--- src/rtl/fifo_wr_arb_ctrl.sv ---
// fifo_wr_arb_ctrl: synchronous FIFO controller for fifo_mem with two
// round-robin arbitrated write requesters and a single reader.
// Optional build macro FIFO_WR_ARB_CTRL_ERR_EN adds sticky overflow and
// underflow error flags with a shared clear input.
module fifo_wr_arb_ctrl #(
    parameter int unsigned FIFO_WIDTH = 4,
    parameter int unsigned FIFO_DEPTH = 8,
    parameter int unsigned ADDR_WIDTH = 3,
    parameter int unsigned AF_LEVEL   = 6
) (
    input  logic                  clk,
    input  logic                  rst_n,
    input  logic                  req0,
    input  logic                  req1,
    input  logic [FIFO_WIDTH-1:0] data0,
    input  logic [FIFO_WIDTH-1:0] data1,
    output logic                  gnt0,
    output logic                  gnt1,
    input  logic                  rd_req,
    output logic                  rd_valid,
    output logic                  mem_wr_en,
    output logic [ADDR_WIDTH-1:0] mem_wr_addr,
    output logic [FIFO_WIDTH-1:0] mem_wr_data,
    output logic                  mem_rd_en,
    output logic [ADDR_WIDTH-1:0] mem_rd_addr,
    output logic                  full,
    output logic                  empty,
    output logic                  almost_full,
    output logic [ADDR_WIDTH:0]   count
`ifdef FIFO_WR_ARB_CTRL_ERR_EN
    ,
    input  logic                  err_clr,
    output logic                  ovf_err,
    output logic                  unf_err
`endif
);

    localparam int unsigned PTR_W = ADDR_WIDTH + 1;

    logic [PTR_W-1:0] wptr;
    logic [PTR_W-1:0] rptr;
    logic [PTR_W-1:0] count_nxt;
    logic             last;
    logic             wr_acc;
    logic             rd_acc;

    // Round-robin grant; no grant while full or while reset is asserted
    always_comb begin
        gnt0 = 1'b0;
        gnt1 = 1'b0;
        if (rst_n && !full) begin
            if (req0 && req1) begin
                if (last) gnt0 = 1'b1;
                else      gnt1 = 1'b1;
            end else if (req0) begin
                gnt0 = 1'b1;
            end else if (req1) begin
                gnt1 = 1'b1;
            end
        end
    end

    // Memory port drive and next occupancy
    always_comb begin
        wr_acc      = gnt0 | gnt1;
        rd_acc      = rst_n & rd_req & ~empty;
        mem_wr_en   = wr_acc;
        mem_wr_data = gnt1 ? data1 : data0;
        mem_wr_addr = wptr[ADDR_WIDTH-1:0];
        mem_rd_en   = rd_acc;
        mem_rd_addr = rptr[ADDR_WIDTH-1:0];
        count_nxt   = count;
        case ({wr_acc, rd_acc})
            2'b10:   count_nxt = count + PTR_W'(1);
            2'b01:   count_nxt = count - PTR_W'(1);
            default: count_nxt = count;
        endcase
    end

    // Pointers, occupancy, flags, arbitration history and read-valid
    always_ff @(posedge clk or negedge rst_n) begin
        if (!rst_n) begin
            wptr        <= '0;
            rptr        <= '0;
            count       <= '0;
            empty       <= 1'b1;
            full        <= 1'b0;
            almost_full <= 1'b0;
            rd_valid    <= 1'b0;
            last        <= 1'b1;
        end else begin
            if (wr_acc) wptr <= wptr + PTR_W'(1);
            if (rd_acc) rptr <= rptr + PTR_W'(1);
            if (gnt0) last <= 1'b0;
            else if (gnt1) last <= 1'b1;
            count       <= count_nxt;
            empty       <= (count_nxt == '0);
            full        <= (count_nxt == PTR_W'(FIFO_DEPTH));
            almost_full <= (count_nxt >= PTR_W'(AF_LEVEL));
            rd_valid    <= rd_acc;
        end
    end

`ifdef FIFO_WR_ARB_CTRL_ERR_EN
    // Sticky error flags; a new error in the clear cycle keeps the flag set
    always_ff @(posedge clk or negedge rst_n) begin
        if (!rst_n) begin
            ovf_err <= 1'b0;
            unf_err <= 1'b0;
        end else begin
            if (err_clr) begin
                ovf_err <= 1'b0;
                unf_err <= 1'b0;
            end
            if ((req0 | req1) & full) ovf_err <= 1'b1;
            if (rd_req & empty)       unf_err <= 1'b1;
        end
    end
`endif

endmodule

--- config.mk ---
export PLATFORM = sky130hd
export DESIGN_NAME = fifo_wr_arb_ctrl
export DESIGN_NICKNAME = d
export VERILOG_FILES = /design/src/rtl/fifo_wr_arb_ctrl.sv
export SDC_FILE = /design/constraint.sdc
export NUM_CORES = 1
export LEC_CHECK = 0
export BUFFER_PORTS_ARGS = -buffer_cell sky130_fd_sc_hd__buf_2
export CAP_MARGIN = 0
export CORE_ASPECT_RATIO = 1.4
export CORE_MARGIN = 2
export CORE_UTILIZATION = 35
export DETAILED_ROUTE_END_ITERATION = 7
export GPL_TIMING_DRIVEN = 1
export PLACE_DENSITY_LB_ADDON = 0.08
export SYNTH_ARGS = -nofsm -noshare
export SYNTH_HDL_FRONTEND = slang
export SYNTH_SLANG_ARGS = --single-unit
--- constraint.sdc ---
create_clock -name clk -period 3.2 [get_ports clk]
set_clock_uncertainty 0.05 [all_clocks]
set_input_delay 0.8 -clock clk [delete_from_list [all_inputs] [get_ports clk]]
set_output_delay 0.8 -clock clk [all_outputs]
set_load 0.03 [all_outputs]
==> flow_summary.ini <==
[detailed_routing]
finalWirelength_um = 1610
vias_per_cell = 4.86
drt_iter0_drc = 8
vias = 666
drc = 0
antenna_left = 0
wl_per_cell_um = 11.7
drtPass1Iterations = 4

[finish]
fillerInstances = 219
layout_commonest_cell = buf_2
fin_nets = 135
multi_input_area_um2 = 410
final_cell_mix = buf_2 (34), dfrtp_1 (13), nand2_1 (8), inv_1 (7), mux2_2 (6)
syn_to_final_growth_pct = 29.4
drive_gt1_frac = 0.426
seqCellArea_um2 = 378
final_cell_area_mm2 = 0.00107
n_antenna_cell = 0

[global_route]
first_global_vias = 637
grt_pass1_wl_um = 2600
overflow = 0
grt_usage = 0.130
antenna_found_initial = 0
grt_max_degree = 17

[worst_setup_path]
critPathArrivalTime_ps = 2940
path_buf_inv = 2
critPathTopFamily = compound AO/OA/AOI/OAI gates
cpPeakStageDelay_ps = 470
critPathMaxFanout = 5
crit_required_ps = 3360
path_cells = buf_2 -> nor2b_1 -> o21a_1 -> inv_1 -> ha_1 -> ha_1 -> a21oi_1 -> a2111oi_0 -> a211o_1 -> nor2b_1
crit_path_start_kind = input pin
cp-startpoint = rst_n
r2r-start = full$_DFF_PN0_
worst_path_max_delay_cell = a2111oi_0
crit_type = input pin to register
end_kind = register

[timing]
relSlewSlack = 0.704
rsz0062_at_grt = false
min_period_over_period = 0.869
setup_tns_ps = 0
drv_slew = 0
max_freq_mhz = 360
finalHoldViolCount = 0
worstMarginPinSlew_ps = 433
period_minus_slack_ps = 2780
setup_viol_count_final = 0

[min_path]
hp-class = input pin to async pin

[logic_synthesis]
syn_avg_cell_area_um2 = 11.2
ys_seq_elements = 15
synth-simple-area-share = 0.123
syn_nets = 93
yosysWarnings = 0
synthMuxAreaShare = 0.118
async_flop_share = 1.00
ys.flop_type = dfrtp_1
netlist_area_um2 = 826
synthAdderAreaFrac = 0.100
synth_edf_count = 0
synthXorXnorAreaFrac = 0.0636
seq_area_frac_synth = 0.458
synth_top_family_by_area = simple AND/OR/NAND/NOR gates
ys_types = 26
synth-compound-area-share = 0.0924
synthCells = 74

[run]
drv_cap = 0

[power_and_ir_drop]
peakVddDrop_mv = 0.564
leakage_uw = 0.000568
power_density_mw_per_mm2 = 1050

[placed_design]
dp_hpwl_um = 1360
numPortBuffers = 34
placed_cell_area_mm2 = 0.00104
gp_congestion = 0.832

[floorplan]
rows = 20
io-pin-count = 35
die_w_um = 45.1
core_area_mm2 = 0.00220
dieHeight_um = 61.5
initial_core_util = 0.375
die_area_mm2 = 0.00277

[clock_network]
cts_tree = yes
htree_levels = 1
clk_path_buf_depth = 2
cts.sinks = 15
cts_setup_buffers = 0
clk_pin_slew_ps = 80
hold_buffers = 0
clk_latency_ps = 270
cts-root-buf = clkbuf_4
cts-resized-gates = 0
numCtsBuffers = 3

[status]
status = complete, no violations
==> logic make-up (layout without fill, tap and decap cells) <==
group / after synthesis / in the layout
xor gates and xnor gates: 6 / 6
DFF: 15 / 15
and+or+nand+nor: 19 / 19
muxes: 9 / 9
AOI/OAI and AO/OA: 11 / 11
buffers and inverters: 8 / 49
adders and majority gates: 6 / 6
==> worst paths after layout <==
path,to,slack [ps],cells past startpoint
setup / recovery,full$_DFF_PN0_,420,10
hold / removal,count[3]$_DFF_PN0_,410,2
setup reg to reg,full$_DFF_PN0_,660,9
hold reg to reg,wptr[2]$_DFFE_PN0P_,420,1
max in group asynchronous,last$_DFFE_PN1P_,2450,2
min in group clk,wptr[2]$_DFFE_PN0P_,420,1
==> synthesized netlist by cell type (2+ instances only) <==
cell type / count / area, um^2
mux2_2: 6 / 67.6
nand2b_1: 2 / 12.5
ha_1: 5 / 62.6
inv_1: 7 / 26.3
nor2b_1: 2 / 12.5
nor3b_1: 2 / 15.0
mux2i_1: 3 / 30.0
nor2_1: 2 / 7.51
xor2_1: 2 / 17.5
xnor2_1: 4 / 35.0
a21oi_1: 3 / 15.0
a21o_1: 2 / 15.0
dfstp_2: 2 / 52.6
dfrtp_1: 13 / 325
nand2_1: 8 / 30.0
==> sequential cells by signal, indices dropped and copies added (netlist names) <==
| name | flops |
|---|---|
| rptr | 3 |
| almost_full | 1 |
| last | 1 |
| rd_valid | 1 |
| empty | 1 |
| count | 4 |
| wptr | 3 |
| full | 1 |
==> routing by layer <==
metal  up-vias  routed length (um)  global-route usage
met5         -                   0                   0
met4         0                   0              0.0294
met2        24                 845               0.231
li1        336                   -                   -
met3         0                 112              0.0557
met1       306                 651               0.142
==> metrics by stage <==
stage | power [uW] | setup slack [ps] | hold slack, ps | utilization | instances
global route | 1230 | 204 | 414 | 0.485 | 137
global placement | 1030 | 183 | 405 | 0.473 | 133
finish | 1130 | 419 | 413 | 0.485 | 137
floorplan | 858 | 62.2 | 420 | - | 74
CTS | 1140 | 407 | 408 | 0.485 | 137
detailed placement | 1040 | 118 | 409 | 0.473 | 133
==> report_power, final <==
group,leakage (uW),total (uW),switching (uW),internal (uW)
Sequential,0.000177,370,77.8,292
Clock,0.0000150,99.7,51.4,48.3
Combinational,0.000376,656,404,252
Total,0.000568,1130,534,592
==> worst register-to-register path, delay by kind of cell, from the launching register on <==
family	cells	cell delay (ps)
compound gates	4	1040
fa+ha+maj	2	610
flops	1	380
simple gates	2	320
buf+inv	1	70
==> layout make-up <==
type,instances,area share
sequential,15,0.354
timing repair buffer,38,0.187
multi-input combinational,51,0.384
inverter,7,0.0246
clock buffer,4,0.0246
tap,22,0.0258
(Power assumes the default switching activity.)
